**src/rtl/ip_rx_pkg.sv**
```systemverilog
// ip_rx_pkg
//   Shared constants, FSM state type and the ones-complement add helper
//   used by the IPv4 receive parser and the checksum accumulator.
package ip_rx_pkg;

  localparam logic [3:0]  IP_VERSION_4     = 4'd4;
  localparam logic [7:0]  IP_HDR_MIN_BYTES = 8'd20;
  localparam logic [31:0] IP_BCAST         = 32'hFFFF_FFFF;

  typedef enum logic [2:0] {
    IP_RX_IDLE    = 3'd0,
    IP_RX_HDR     = 3'd1,
    IP_RX_OPT     = 3'd2,
    IP_RX_PAYLOAD = 3'd3,
    IP_RX_DISCARD = 3'd4
  } ip_rx_state_t;

  // 16-bit ones-complement add with the end-around carry folded back in.
  // A second fold is never needed: 0xFFFF + 0xFF00 folds to at most 0xFF00.
  function automatic logic [15:0] csum_add(input logic [15:0] sum,
                                           input logic [15:0] addend);
    logic [16:0] s;
    s = {1'b0, sum} + {1'b0, addend};
    return s[15:0] + {15'd0, s[16]};
  endfunction

endpackage

```
**src/rtl/ip_csum_acc.sv**
```systemverilog
// ip_csum_acc
//   Byte-serial IPv4 header checksum accumulator. Each enabled byte is
//   added as the high or low half of a 16-bit word, carry folded on the
//   same cycle. clr restarts the sum; a byte presented together with clr
//   becomes the first term of the new sum.
// Ports
//   i_sys_clk  in   1   clock
//   i_rstn     in   1   async active-low reset
//   clr        in   1   restart accumulation
//   byte_en    in   1   add byte_in this cycle
//   byte_in    in   8   header byte
//   is_msb     in   1   byte is the even (high) byte of its word
//   sum        out  16  running ones-complement sum
module ip_csum_acc
  import ip_rx_pkg::*;
(
  input  logic        i_sys_clk,
  input  logic        i_rstn,
  input  logic        clr,
  input  logic        byte_en,
  input  logic [7:0]  byte_in,
  input  logic        is_msb,
  output logic [15:0] sum
);

  logic [15:0] addend;
  logic [15:0] base;

  always_comb begin
    addend = is_msb ? {byte_in, 8'h00} : {8'h00, byte_in};
    base   = clr ? 16'h0000 : sum;
  end

  always_ff @(posedge i_sys_clk or negedge i_rstn) begin
    if (!i_rstn) begin
      sum <= 16'h0000;
    end else if (byte_en) begin
      sum <= csum_add(base, addend);
    end else if (clr) begin
      sum <= 16'h0000;
    end
  end

endmodule

```
**src/rtl/ip_rx.sv**
```systemverilog
// ip_rx
//   Receive-side IPv4 parser. Consumes the byte stream that follows the
//   Ethernet header, validates the IPv4 header, strips header and options,
//   and forwards the payload with source IP, protocol and payload length.
// Ports
//   i_sys_clk         in   1   system clock
//   i_rstn            in   1   async active-low reset
//   i_packet_en       in   1   byte strobe, high and contiguous for a packet
//   i_packet          in   8   packet byte, first IP header byte first
//   o_datagram_valid  out  1   payload byte valid (1 cycle after input)
//   o_datagram        out  8   payload byte
//   o_datagram_last   out  1   marks payload byte total_len-1
//   o_src_ip          out  32  source IP of last accepted packet
//   o_protocol        out  8   protocol of last accepted packet
//   o_payload_len     out  16  total_len - IHL*4 of last accepted packet
//   o_drop            out  1   pulse: header rejected or truncated
//   o_trunc           out  1   pulse: packet ended inside payload
//
// state    | meaning
// ---------+------------------------------------------------------------
// IDLE     | waiting for byte 0; checksum held clear
// HDR      | capturing fixed header bytes 1..19
// OPT      | consuming option bytes (checksummed, not forwarded)
// PAYLOAD  | forwarding payload bytes, countdown from payload_len
// DISCARD  | ignoring bytes (pad or rejected packet) until strobe drops
module ip_rx
  import ip_rx_pkg::*;
#(
  parameter logic [31:0] FPGA_IP = 32'hC0A8_0106
) (
  input  logic        i_sys_clk,
  input  logic        i_rstn,
  input  logic        i_packet_en,
  input  logic [7:0]  i_packet,
  output logic        o_datagram_valid,
  output logic [7:0]  o_datagram,
  output logic        o_datagram_last,
  output logic [31:0] o_src_ip,
  output logic [7:0]  o_protocol,
  output logic [15:0] o_payload_len,
  output logic        o_drop,
  output logic        o_trunc
);

  ip_rx_state_t state, state_nxt;

  logic [7:0]  cnt;
  logic [7:0]  idx;
  logic [7:0]  ver_ihl_q;
  logic [15:0] total_len_q;
  logic        mf_q;
  logic [12:0] frag_off_q;
  logic [7:0]  proto_q;
  logic [31:0] src_q;
  logic [31:0] dst_q;
  logic [15:0] rem_q;
  logic [15:0] csum_q;

  logic [3:0]  ihl;
  logic [7:0]  hdr_bytes;
  logic [15:0] payload_len;
  logic        hdr_active;
  logic [31:0] dst_chk;
  logic [15:0] csum_chk;
  logic        hdr_ok;

  logic        hdr_done;
  logic        accept;
  logic        drop_set;
  logic        trunc_set;
  logic        emit;
  logic        emit_last;

  // The first byte is consumed in IDLE, so its index is always 0 there.
  always_comb begin
    idx         = (state == IP_RX_IDLE) ? 8'd0 : cnt;
    ihl         = ver_ihl_q[3:0];
    hdr_bytes   = {2'b00, ihl, 2'b00};
    payload_len = total_len_q - {8'd0, hdr_bytes};
    hdr_active  = i_packet_en && ((state == IP_RX_IDLE) ||
                                  (state == IP_RX_HDR)  ||
                                  (state == IP_RX_OPT));
  end

  ip_csum_acc u_csum (
    .i_sys_clk (i_sys_clk),
    .i_rstn    (i_rstn),
    .clr       (state == IP_RX_IDLE),
    .byte_en   (hdr_active),
    .byte_in   (i_packet),
    .is_msb    (~idx[0]),
    .sum       (csum_q)
  );

  // The check runs while the last header byte is still on the input, so
  // that byte is merged in here rather than waiting for it to be stored.
  // Header length is a multiple of 4, so the last byte is always a low byte.
  // Without options the last byte is dst[7:0].
  always_comb begin
    dst_chk  = (state == IP_RX_HDR) ? {dst_q[31:8], i_packet} : dst_q;
    csum_chk = csum_add(csum_q, {8'h00, i_packet});
    hdr_ok   = (ver_ihl_q[7:4] == IP_VERSION_4) &&
               (ihl >= 4'd5) &&
               !mf_q && (frag_off_q == 13'd0) &&
               ((dst_chk == FPGA_IP) || (dst_chk == IP_BCAST)) &&
               (total_len_q >= {8'd0, hdr_bytes}) &&
               (csum_chk == 16'hFFFF);
  end

  always_ff @(posedge i_sys_clk or negedge i_rstn) begin
    if (!i_rstn) begin
      state <= IP_RX_IDLE;
    end else begin
      state <= state_nxt;
    end
  end

  always_comb begin
    state_nxt = state;
    hdr_done  = 1'b0;
    accept    = 1'b0;
    drop_set  = 1'b0;
    trunc_set = 1'b0;
    emit      = 1'b0;
    emit_last = 1'b0;
    case (state)
      IP_RX_IDLE: begin
        if (i_packet_en) state_nxt = IP_RX_HDR;
      end
      IP_RX_HDR: begin
        if (!i_packet_en) begin
          drop_set  = 1'b1;
          state_nxt = IP_RX_IDLE;
        end else if (idx == IP_HDR_MIN_BYTES - 8'd1) begin
          if (ihl > 4'd5) state_nxt = IP_RX_OPT;
          else            hdr_done  = 1'b1;
        end
      end
      IP_RX_OPT: begin
        if (!i_packet_en) begin
          drop_set  = 1'b1;
          state_nxt = IP_RX_IDLE;
        end else if (idx == hdr_bytes - 8'd1) begin
          hdr_done = 1'b1;
        end
      end
      IP_RX_PAYLOAD: begin
        if (!i_packet_en) begin
          trunc_set = 1'b1;
          state_nxt = IP_RX_IDLE;
        end else begin
          emit = 1'b1;
          if (rem_q == 16'd1) begin
            emit_last = 1'b1;
            state_nxt = IP_RX_DISCARD;
          end
        end
      end
      IP_RX_DISCARD: begin
        if (!i_packet_en) state_nxt = IP_RX_IDLE;
      end
      default: state_nxt = IP_RX_IDLE;
    endcase

    if (hdr_done) begin
      if (hdr_ok) begin
        accept    = 1'b1;
        state_nxt = (payload_len == 16'd0) ? IP_RX_DISCARD : IP_RX_PAYLOAD;
      end else begin
        drop_set  = 1'b1;
        state_nxt = IP_RX_DISCARD;
      end
    end
  end

  always_ff @(posedge i_sys_clk or negedge i_rstn) begin
    if (!i_rstn) begin
      cnt <= 8'd0;
    end else begin
      cnt <= hdr_active ? idx + 8'd1 : 8'd0;
    end
  end

  always_ff @(posedge i_sys_clk or negedge i_rstn) begin
    if (!i_rstn) begin
      ver_ihl_q   <= 8'd0;
      total_len_q <= 16'd0;
      mf_q        <= 1'b0;
      frag_off_q  <= 13'd0;
      proto_q     <= 8'd0;
      src_q       <= 32'd0;
      dst_q       <= 32'd0;
    end else if (i_packet_en && ((state == IP_RX_IDLE) || (state == IP_RX_HDR))) begin
      case (idx)
        8'd0:  ver_ihl_q          <= i_packet;
        8'd2:  total_len_q[15:8]  <= i_packet;
        8'd3:  total_len_q[7:0]   <= i_packet;
        8'd6: begin
          mf_q               <= i_packet[5];
          frag_off_q[12:8]   <= i_packet[4:0];
        end
        8'd7:  frag_off_q[7:0]    <= i_packet;
        8'd9:  proto_q            <= i_packet;
        8'd12: src_q[31:24]       <= i_packet;
        8'd13: src_q[23:16]       <= i_packet;
        8'd14: src_q[15:8]        <= i_packet;
        8'd15: src_q[7:0]         <= i_packet;
        8'd16: dst_q[31:24]       <= i_packet;
        8'd17: dst_q[23:16]       <= i_packet;
        8'd18: dst_q[15:8]        <= i_packet;
        8'd19: dst_q[7:0]         <= i_packet;
        default: ;
      endcase
    end
  end

  always_ff @(posedge i_sys_clk or negedge i_rstn) begin
    if (!i_rstn) begin
      rem_q            <= 16'd0;
      o_datagram_valid <= 1'b0;
      o_datagram       <= 8'd0;
      o_datagram_last  <= 1'b0;
      o_src_ip         <= 32'd0;
      o_protocol       <= 8'd0;
      o_payload_len    <= 16'd0;
      o_drop           <= 1'b0;
      o_trunc          <= 1'b0;
    end else begin
      if (accept) begin
        rem_q         <= payload_len;
        o_src_ip      <= src_q;
        o_protocol    <= proto_q;
        o_payload_len <= payload_len;
      end else if (emit) begin
        rem_q <= rem_q - 16'd1;
      end
      o_datagram_valid <= emit;
      if (emit) o_datagram <= i_packet;
      o_datagram_last  <= emit_last;
      o_drop           <= drop_set;
      o_trunc          <= trunc_set;
    end
  end

endmodule
```
**config.mk**
```make
export PLATFORM = sky130hd
export DESIGN_NAME = ip_rx
export DESIGN_NICKNAME = d
export VERILOG_FILES = /design/src/rtl/ip_rx_pkg.sv /design/src/rtl/ip_csum_acc.sv /design/src/rtl/ip_rx.sv
export SDC_FILE = /design/constraint.sdc
export NUM_CORES = 1
export LEC_CHECK = 0
export BUFFER_PORTS_ARGS = -buffer_cell sky130_fd_sc_hd__buf_4
export CORE_ASPECT_RATIO = 0.9
export CORE_MARGIN = 3
export CORE_UTILIZATION = 51
export CTS_BUF_LIST = sky130_fd_sc_hd__clkbuf_8
export CTS_CLUSTER_SIZE = 12
export DETAILED_ROUTE_END_ITERATION = 8
export MAX_ROUTING_LAYER = met4
export PLACE_DENSITY_LB_ADDON = 0.08
export SYNTH_ARGS = -nofsm -noshare
export SYNTH_HDL_FRONTEND = slang
export SYNTH_SLANG_ARGS = --single-unit
```
**constraint.sdc**
```tcl
create_clock -name i_sys_clk -period 5.96 [get_ports i_sys_clk]
set_input_delay 1.788 -clock i_sys_clk [delete_from_list [all_inputs] [get_ports i_sys_clk]]
set_output_delay 1.788 -clock i_sys_clk [all_outputs]
set_load 0.03 [all_outputs]
```
==> impl_metrics.py, run 1 <==
metrics = {
    "yosys": {
        "synthTopCellsByArea": "dfrtp_1, mux2_2, ha_1",
        "synth_top_family_by_area": "simple AND/OR/NAND/NOR gates",
        "synthAdderAreaFrac_pct": 4.87,
        "synth_simple_gate_area_share_pct": 15.9,
        "synth_ff_type": "dfrtp_1",
        "ys_seq_area_share_pct": 48.1,
        "ys_types": 64,
        "synth_mux_area_share_pct": 15.3,
        "synth-edff-count": 0,
        "synth_commonest_cells": "dfrtp_1, mux2_2, nor2_1",
        "yosys.area.top_type": "dfrtp_1",
        "yosysMostFrequentCell": "dfrtp_1",
        "avgSynthCellArea_um2": 10.9,
        "synth_seq_cells": 221,
        "synth_compound_area_share_pct": 8.07,
        "synth_area_mm2": 0.0115,
        "yosysWarnings": 0,
        "synth-async-reset-ratio_pct": 100,
        "synth_fp_nets": 1108,
        "synthXorXnorAreaFrac_pct": 5.29,
        "yosysTopAreaCellShare_pct": 48.1,
        "synth_cells": 1054,
    },
    "global_routing": {
        "grt_max_degree": 99,
        "grt_remaining_overflow": 0,
        "grt_pass1_wl_um": 45000,
        "grt_antenna_before_repair": 1,
        "track_usage_pct": 24.0,
        "grt_pass1_vias": 8530,
    },
    "drt": {
        "viasPerCell": 5.60,
        "drtPass1Iterations": 5,
        "drtIter0Drc": 535,
        "wl_met1_um": 14100,
        "drc_errors": 0,
        "routed.top_layer": "met4",
        "met2_length_um": 12300,
        "vias": 8458,
        "totalWireLength_um": 28400,
        "ant_nets": 0,
        "wl_per_cell_um": 18.8,
        "wl_met3_um": 1490,
    },
    "worst_setup_path": {
        "startpoint_type": "input port",
        "reg2reg_slack_ps": 1170,
        "cp.arrival_ps": 6150,
        "criticalPathCategory": "in -> reg",
        "critical_path.max_fanout": 11,
        "end_kind": "flop",
        "cp_data_required_time_ps": 6350,
    },
    "floorplanning": {
        "die_h_um": 149,
        "start_util_pct": 52.6,
        "rows": 51,
        "fp.dieW_um": 164,
        "design.core.area_mm2": 0.0219,
        "pin_count": 79,
        "die_area_mm2": 0.0244,
    },
    "sta": {
        "worstMarginPinSlew_ps": 1110,
        "slew_violations": 0,
        "setup-violations-final": 0,
        "hold_slack_ps": 483,
        "period_share_pct": 96.7,
        "slew_headroom_pct": 25.9,
        "fin_crit_ps": 5760,
        "final-hold-violation-count": 0,
        "fmax_mhz": 174,
        "fin_worst_skew_ps": 18.5,
        "setup_ws_ps": 198,
        "fin_tns_setup_ps": 0,
    },
    "power": {
        "ir_drop_v": 0.000203,
        "p_leak_nw": 6.77,
        "p_per_area_mw_per_mm2": 402,
    },
    "outcome": {
        "outcome": "completed",
    },
    "layout": {
        "nNetsFinal": 1251,
        "layout-drive-gt1-share_pct": 28.1,
        "antenna_cells": 0,
        "post-route-util_pct": 62.0,
        "area_delta_synth_final_pct": 18.0,
        "design_area_mm2": 0.0136,
    },
    "place": {
        "place_hpwl_um": 18800,
        "portBuffers": 78,
        "routabilityCongestion": 0.893,
        "dp_slack_ps": -490,
        "placed_cell_area_mm2": 0.0128,
    },
    "cts": {
        "cts_tree": "done",
        "clockBufferDepth": 3,
        "numCtsBuffers": 38,
        "hold_buffers": 0,
        "clkSlewWorstSetupHoldPaths_ps": 60,
        "cts.sinks": 221,
        "htree_levels": 2,
        "cts-root-buf": "clkbuf_8",
        "clock_latency_ps": 520,
    },
    "hold_path": {
        "hold_class": "reg -> reg",
    },
    "job": {
        "drv_cap": 0,
    },
}
==> placed cells by master (no fill, tap or decap), drive strengths merged, types with 4 or more instances in the layout <==
cell type,synthesis,final
a2111oi,6,6
a211oi,6,6
a21boi,4,4
a21o,8,8
a21oi,28,28
a22o,11,11
a31oi,5,5
and2,31,31
and3,20,20
buf,13,137
clkbuf,23,44
dfrtp,221,221
ha,40,40
inv,29,46
mux2,146,146
mux2i,12,12
nand2,83,83
nand2b,5,5
nand3,19,19
nand3b,4,4
nand4,18,18
nor2,90,90
nor2b,13,13
nor3,22,22
nor3b,4,4
nor4,18,18
o2111ai,4,4
o21a,7,7
o21ai,34,34
o31ai,5,5
or3,14,14
or4,5,5
xnor2,42,42
xor2,25,25
==> logic make-up after synthesis <==
kind of cell,count (synthesis)
fa+ha+maj,43
buf+inv,66
mux,158
flops,221
xor+xnor,68
simple gates,362
compound gates,136
==> cell type report <==
| cell class | instances | area, µm² |
|---|---|---|
| clock buffers | 42 | 578 |
| clock inverters | 20 | 81.3 |
| well taps | 291 | 364 |
| flip-flops and latches | 221 | 5530 |
| fillers | 1839 | 8310 |
| repair buffers | 139 | 1150 |
| inverters | 30 | 113 |
| multi-input cells | 767 | 5760 |
==> critical path: stages <==
cell	delay, ps
buf_4	120
ha_1	300
or4_1	530
o21ai_2	120
a2111oi_4	70
and3_1	210
and3_1	190
ha_1	210
ha_1	270
nand4_1	90
a2111oi_2	250
o2111ai_1	180
a2111oi_2	220
or4b_4	520
a2111oi_4	300
buf_6	230
buf_8	180
mux2_2	350
==> sequential cells by signal (all words and copies together) (netlist names), 13 cells and up <==
signal,cells
dst_q,32
o_src_ip,32
src_q,32
o_payload_len,16
rem_q,16
total_len_q,16
u_csum.sum,16
frag_off_q,13
==> final timing paths <==
kind                                      startpoint                        end  depth (start not counted)
min in group asynchronous                     i_rstn    u_csum.sum[6]$_DFF_PN0_                          1
max reg2reg                     state[0]$_DFFE_PN0P_   u_csum.sum[14]$_DFF_PN0_                         20
max in group asynchronous                     i_rstn    o_src_ip[5]$_DFFE_PN0P_                          2
min reg2reg                o_datagram[0]$_DFFE_PN0P_  o_datagram[0]$_DFFE_PN0P_                          2
min                        o_datagram[0]$_DFFE_PN0P_  o_datagram[0]$_DFFE_PN0P_                          2
max                                      i_packet[5]   o_src_ip[15]$_DFFE_PN0P_                         18
==> power breakdown <==
part           switching [W]  internal, W
logic                0.00130     0.000954
registers           0.000261      0.00172
clock network       0.000578     0.000638
==> metrics by stage <==
stage | instances | total power (W)
global placement | 1442 | 0.00420
global route | 1510 | 0.00586
CTS | 1504 | 0.00548
floorplan | 1054 | 0.00357
finish | 1510 | 0.00545
detailed placement | 1442 | 0.00422
==> routing by layer <==
metal | vias to the layer above | track usage [%]
met1 | 4190 | 35.8
met2 | 195 | 34.6
met3 | 36 | 3.79
met4 | 0 | 5.75
met5 | - | -
li1 | 4037 | -
==> repair_timing <==
item / CTS / global route
resized for setup: 0 / 13
endpoints found under the setup margin: 0 / 75
buffers inserted: 0 / 2
Power figures use the tool's default switching activity.
==> inputs of run 2 (changes only) <==
Clock period 5.96 ns to 6.12 ns, I/O delays scaled along.
==> run 2 against run 1 <==
Clock power is 7% higher. Flip-flop and latch count unchanged. Non-clock buffer count down 14. Utilization down 0.43 points. Die area stayed put.
==> impl_metrics.py, run 2 (same netlist as run 1, synthesis figures left out) <==
metrics = {
    "place": {
        "dp_slack_ps": -309,
        "routabilityCongestion": 0.842,
        "portBuffers": 78,
        "place_hpwl_um": 18600,
    },
    "worst_setup_path": {
        "crit_slowest_cell": "or4b_4",
        "path_delay_family": "compound AO/OA/AOI/OAI gates",
        "cp.arrival_ps": 6180,
        "reg2reg_slack_ps": 1230,
        "path_common_cell": "ha_1",
        "end_kind": "flop",
        "cp_data_required_time_ps": 6510,
        "reg2reg_depth": 20,
        "startpoint_type": "input port",
        "critical_path.max_fanout": 18,
        "cp-startpoint": "i_packet[0]",
        "criticalPathCategory": "in -> reg",
        "path_buf_inv": 4,
        "r2r_start": "state[1]$_DFFE_PN0P_",
        "cpPeakStageDelay_ps": 530,
        "cp_cell_sequence": "buf_4 -> ha_1 -> inv_1 -> fa_2 -> nor2b_4 -> o311ai_4 -> a2111oi_4 -> and3_1 -> and3_1 -> ha_1 -> ha_1 -> nand4_1 -> a2111oi_2 -> o2111ai_1 -> a2111oi_0 -> or4b_4 -> a2111oi_4 -> buf_4 -> buf_12 -> mux2_2",
        "r2r_end": "u_csum.sum[14]$_DFF_PN0_",
    },
    "cts": {
        "clock_latency_ps": 530,
        "cts-root-buf": "clkbuf_8",
        "cts_tree": "done",
        "numCtsBuffers": 37,
        "cts.sinks": 221,
        "clkSlewWorstSetupHoldPaths_ps": 60,
        "clockBufferDepth": 3,
        "hold_buffers": 0,
        "htree_levels": 2,
    },
    "layout": {
        "top_regs": "dst_q x32, o_src_ip x32, src_q x32",
        "mostFrequentLayoutCells": "dfrtp_1, mux2_2, buf_4",
        "layout-drive-gt1-share_pct": 27.6,
        "nNetsFinal": 1236,
        "area_delta_synth_final_pct": 17.2,
        "final_common_cell": "dfrtp_1",
        "antenna_cells": 0,
    },
    "drt": {
        "vias": 8445,
        "totalWireLength_um": 27500,
        "ant_nets": 0,
        "drtIter0Drc": 564,
        "drc_errors": 0,
        "wl_per_cell_um": 18.4,
        "drtPass1Iterations": 5,
        "viasPerCell": 5.64,
    },
    "floorplanning": {
        "rows": 51,
        "pin_count": 79,
        "die_area_mm2": 0.0244,
        "die_h_um": 149,
        "start_util_pct": 52.6,
        "fp.dieW_um": 164,
        "design.core.area_mm2": 0.0219,
    },
    "sta": {
        "rsz0062_at_grt": "false",
        "setup-violations-final": 0,
        "fin_worst_skew_ps": 20.4,
        "period_share_pct": 94.6,
        "slew_headroom_pct": 30.6,
        "final-hold-violation-count": 0,
        "hold_slack_ps": 483,
        "slew_violations": 0,
        "fin_crit_ps": 5790,
        "setup_ws_ps": 332,
        "worstMarginPinSlew_ps": 1040,
        "fmax_mhz": 173,
    },
    "power": {
        "pwr-share-clk_pct": 24.1,
        "p_int_w": 0.00332,
        "seq_power_share_pct": 35.8,
        "p_per_area_mw_per_mm2": 400,
        "p_leak_nw": 6.71,
        "netSwitchingFraction_pct": 38.4,
        "p_sw_w": 0.00207,
        "ir_drop_v": 0.000175,
        "pwr-share-comb_pct": 40.1,
    },
    "hold_path": {
        "min_to": "o_datagram[0]$_DFFE_PN0P_",
        "holdPathStages": 2,
        "hold_class": "reg -> reg",
        "min_from": "o_datagram[0]$_DFFE_PN0P_",
    },
    "global_routing": {
        "grt_remaining_overflow": 0,
        "grt_pass1_wl_um": 43800,
        "grt_antenna_before_repair": 1,
        "track_usage_pct": 23.4,
        "grt_pass1_vias": 8177,
        "grt_max_degree": 125,
    },
    "outcome": {
        "outcome": "completed",
    },
    "job": {
        "drv_cap": 0,
    },
}
-- run 2: changes by cell type in the layout (fill, tap and decap cells not counted), sizes merged --
cell      before  now
clkinv         3    5
clkbuf        44   43
bufinv         0    2
clkinvlp       1    0
inv           46   44
buf          137  125
-- run 2: cell type report --
| cell class | count | area, µm² |
|---|---|---|
| clock inverters | 21 | 141 |
| fillers | 1806 | 8400 |
| well taps | 291 | 364 |
| repair buffers | 125 | 987 |
| multi-input cells | 767 | 5760 |
| flip-flops and latches | 221 | 5530 |
| clock buffers | 43 | 592 |
| inverters | 30 | 113 |
-- run 2: layer usage --
layer	GRT usage (%)	routed length (µm)
met1	34.3	13400
met4	5.20	370
met3	4.15	1520
met5	-	0
met2	34.4	12200
-- run 2: power by group through the flow --
stage	clock network [W]	logic, W	registers (W)
6_report	0.00130	0.00216	0.00193
5_1_grt	0.00141	0.00241	0.00196
4_1_cts	0.00134	0.00215	0.00192
3_5_place_dp	0	0.00213	0.00195
3_3_place_gp	0	0.00211	0.00194
2_1_floorplan	0	0.00158	0.00189
-- run 2: per-stage QoR --
step           cells  area (µm²)  TNS, ps  power, W  util, %
3_3_place_gp    1434       12700   -14150   0.00405     58.1
5_1_grt         1498       13500        0   0.00577     61.6
4_1_cts         1498       13500        0   0.00541     61.5
2_1_floorplan   1054       11500        0   0.00347        -
3_5_place_dp    1434       12700   -18010   0.00408     58.1
6_report        1498       13500        0   0.00539     61.6
-- run 2: how the worst max path moves through the flow --
stage	to	depth (start not counted)
finish	o_src_ip[0]$_DFFE_PN0P_	20
CTS	o_src_ip[29]$_DFFE_PN0P_	19
floorplan	o_protocol[4]$_DFFE_PN0P_	18
global route	rem_q[4]$_DFFE_PN0P_	21
detailed placement	o_src_ip[19]$_DFFE_PN0P_	19
global placement	o_src_ip[27]$_DFFE_PN0P_	19
-- run 2: worst register-to-register path, delay by kind of cell, from the launching register on --
family                     cells  cell delay [ps]
AOI/OAI and AO/OA              8             1760
xor gates and xnor gates       1              150
adders and majority gates      4              850
buffers and inverters          1               70
DFF                            1              490
and+or+nand+nor                6             1490
-- run 2: repair_timing --
item / 4_1_cts / 5_1_grt
setup endpoints to repair: 0 / 63
gates resized for setup: 0 / 5
setup buffers: 0 / 0
==> inputs of run 3 (changes only) <==
Settings changed: PLACE_DENSITY from default to 0.72, PLACE_DENSITY_LB_ADDON 0.08 to default.
==> run 3 against run 2 <==
Non-clock buffer count rose by 11. Die area did not move. Clock power barely moved. Clock skew rose by 13 ps. Cell count rose by 0.73%. Critical endpoint is now o_src_ip[10]$_DFFE_PN0P_. Fmax fell by 2.6%. Routed wire length rose by 0.37%. Combinational power barely moved. Largest cell class unchanged. Worst hold slack got worse by 3.1 ps. Highest routed layer unchanged. Register-to-register slack got worse by 60 ps.
==> impl_metrics.py, run 3 (same netlist as run 1, synthesis figures left out) <==
metrics = {
    "place": {
        "placed_cells": 1442,
        "routabilityCongestion": 0.923,
        "placed_cell_area_mm2": 0.0128,
        "portBuffers": 78,
        "dp_slack_ps": -352,
        "place_hpwl_um": 19000,
    },
    "layout": {
        "area_delta_synth_final_pct": 18.1,
        "fin_cells": 1509,
        "post-route-util_pct": 62.1,
        "antenna_cells": 0,
        "top_regs": "dst_q x32, o_src_ip x32, src_q x32",
        "final_common_cell": "dfrtp_1",
        "fillers": 1746,
        "multi_input_area_mm2": 0.00573,
        "mostFrequentLayoutCells": "dfrtp_1, mux2_2, buf_4",
        "design_area_mm2": 0.0136,
        "layout-drive-gt1-share_pct": 28.7,
        "nNetsFinal": 1246,
        "seqCellArea_mm2": 0.00553,
    },
    "floorplanning": {
        "rows": 51,
        "fp.dieW_um": 164,
        "die_h_um": 149,
        "pin_count": 79,
        "start_util_pct": 52.6,
        "design.core.area_mm2": 0.0219,
        "die_area_mm2": 0.0244,
    },
    "hold_path": {
        "min_to": "o_datagram[2]$_DFFE_PN0P_",
        "min_from": "o_datagram[2]$_DFFE_PN0P_",
        "holdPathStages": 2,
        "hold_class": "reg -> reg",
    },
    "cts": {
        "hold_buffers": 0,
        "clock_latency_ps": 530,
        "clkSlewWorstSetupHoldPaths_ps": 60,
        "numCtsBuffers": 36,
        "cts.sinks": 221,
        "cts-root-buf": "clkbuf_8",
        "htree_levels": 2,
        "cts_tree": "done",
        "clockBufferDepth": 3,
    },
    "worst_setup_path": {
        "critical_path.max_fanout": 8,
        "criticalPathCategory": "in -> reg",
        "cp.arrival_ps": 6330,
        "cp_data_required_time_ps": 6510,
        "path_buf_inv": 4,
        "cp_cell_sequence": "buf_4 -> ha_1 -> or4_1 -> o21ai_0 -> a2111oi_2 -> and3_1 -> and3_1 -> ha_1 -> ha_1 -> nand4_1 -> a2111oi_2 -> o2111ai_1 -> a2111oi_0 -> or4b_4 -> a2111oi_4 -> buf_6 -> buf_12 -> buf_12 -> mux2_2",
        "path_delay_family": "simple AND/OR/NAND/NOR gates",
        "cp-startpoint": "i_packet[5]",
        "reg2reg_slack_ps": 1170,
        "r2r_start": "state[1]$_DFFE_PN0P_",
        "startpoint_type": "input port",
        "path_depth": 19,
        "r2r_end": "u_csum.sum[14]$_DFF_PN0_",
        "end_kind": "flop",
        "path_common_cell": "ha_1",
        "crit_slowest_cell": "or4b_4",
        "reg2reg_depth": 20,
        "cpPeakStageDelay_ps": 540,
    },
    "sta": {
        "worstMarginPinSlew_ps": 1050,
        "slew_headroom_pct": 29.9,
        "setup_ws_ps": 175,
        "final-hold-violation-count": 0,
        "slew_violations": 0,
        "hold_slack_ps": 480,
        "fmax_mhz": 168,
        "fin_crit_ps": 5940,
        "setup-violations-final": 0,
        "fin_worst_skew_ps": 33.2,
        "period_share_pct": 97.1,
    },
    "drt": {
        "drtPass1Iterations": 5,
        "drc_errors": 0,
        "drtIter0Drc": 634,
        "vias": 8550,
        "ant_nets": 0,
        "wl_per_cell_um": 18.3,
        "totalWireLength_um": 27600,
        "viasPerCell": 5.67,
    },
    "global_routing": {
        "grtUsageMet3_pct": 3.48,
        "grt_antenna_before_repair": 0,
        "use_met2_pct": 34.9,
        "grt_max_degree": 100,
        "grt_remaining_overflow": 0,
        "grt-busiest-layer": "met2",
        "grt_util_met1_pct": 34.8,
        "grt_pass1_vias": 8436,
        "grt_pass1_wl_um": 44400,
        "track_usage_pct": 23.5,
    },
    "power": {
        "p_leak_nw": 6.76,
        "p_per_area_mw_per_mm2": 399,
        "ir_drop_v": 0.000220,
    },
    "outcome": {
        "outcome": "completed",
    },
    "job": {
        "drv_cap": 0,
    },
}
==> run 3: changes by cell type in the layout (fill, tap and decap cells not counted), sizes merged <==
| cell | previous run | this run |
|---|---|---|
| buf | 125 | 136 |
| bufinv | 2 | 1 |
| clkbuf | 43 | 47 |
| clkinv | 5 | 7 |
| clkinvlp | 0 | 1 |
| inv | 44 | 38 |
==> run 3: layer usage <==
layer  part of all wire, %  wire length (µm)
met1                    49             13400
met2                    44             12200
met3                   5.8              1590
met4                   1.2               340
met5                     0                 0
==> run 3: repair_timing <==
action	in CTS	in global routing
setup endpoints to repair	0	43
gates resized for setup	0	1
setup buffers	0	3
==> run 3: worst max path at each step <==
stage / endpoint / slack [ps]
detailed placement: o_payload_len[7]$_DFFE_PN0P_ / -350
floorplan: o_protocol[4]$_DFFE_PN0P_ / 9
CTS: o_payload_len[7]$_DFFE_PN0P_ / 170
global route: o_payload_len[7]$_DFFE_PN0P_ / -6
finish: o_src_ip[10]$_DFFE_PN0P_ / 180
global placement: o_payload_len[6]$_DFFE_PN0P_ / -180
==> run 3: area by class of cell <==
class	instances	share of cell area, %
Inverter	30	0.828
Clock buffer	47	4.76
Multi-Input combinational cell	767	42.1
Timing Repair Buffer	136	8.14
Sequential cell	221	40.7
Clock inverter	17	0.782
Tap cell	291	2.68
==> run 3: power by group <==
| group | leakage (nW) | internal [W] | total, W | switching [W] |
|---|---|---|---|---|
| Combinational | 3.36 | 0.000925 | 0.00218 | 0.00126 |
| Sequential | 2.98 | 0.00167 | 0.00192 | 0.000251 |
| Clock | 0.423 | 0.000734 | 0.00132 | 0.000585 |
==> run 3: per-stage QoR <==
step           setup TNS (ps)  total power [W]
2_1_floorplan               0          0.00347
3_3_place_gp            -8490          0.00406
3_5_place_dp           -19320          0.00409
4_1_cts                     0          0.00543
5_1_grt                 -6.03          0.00578
6_report                    0          0.00543
==> run 3: tightest hold or removal path, delay by kind of cell, from the launching register on <==
family           cells  cell delay, ps
and+or+nand+nor      2             100
DFF                  1             340
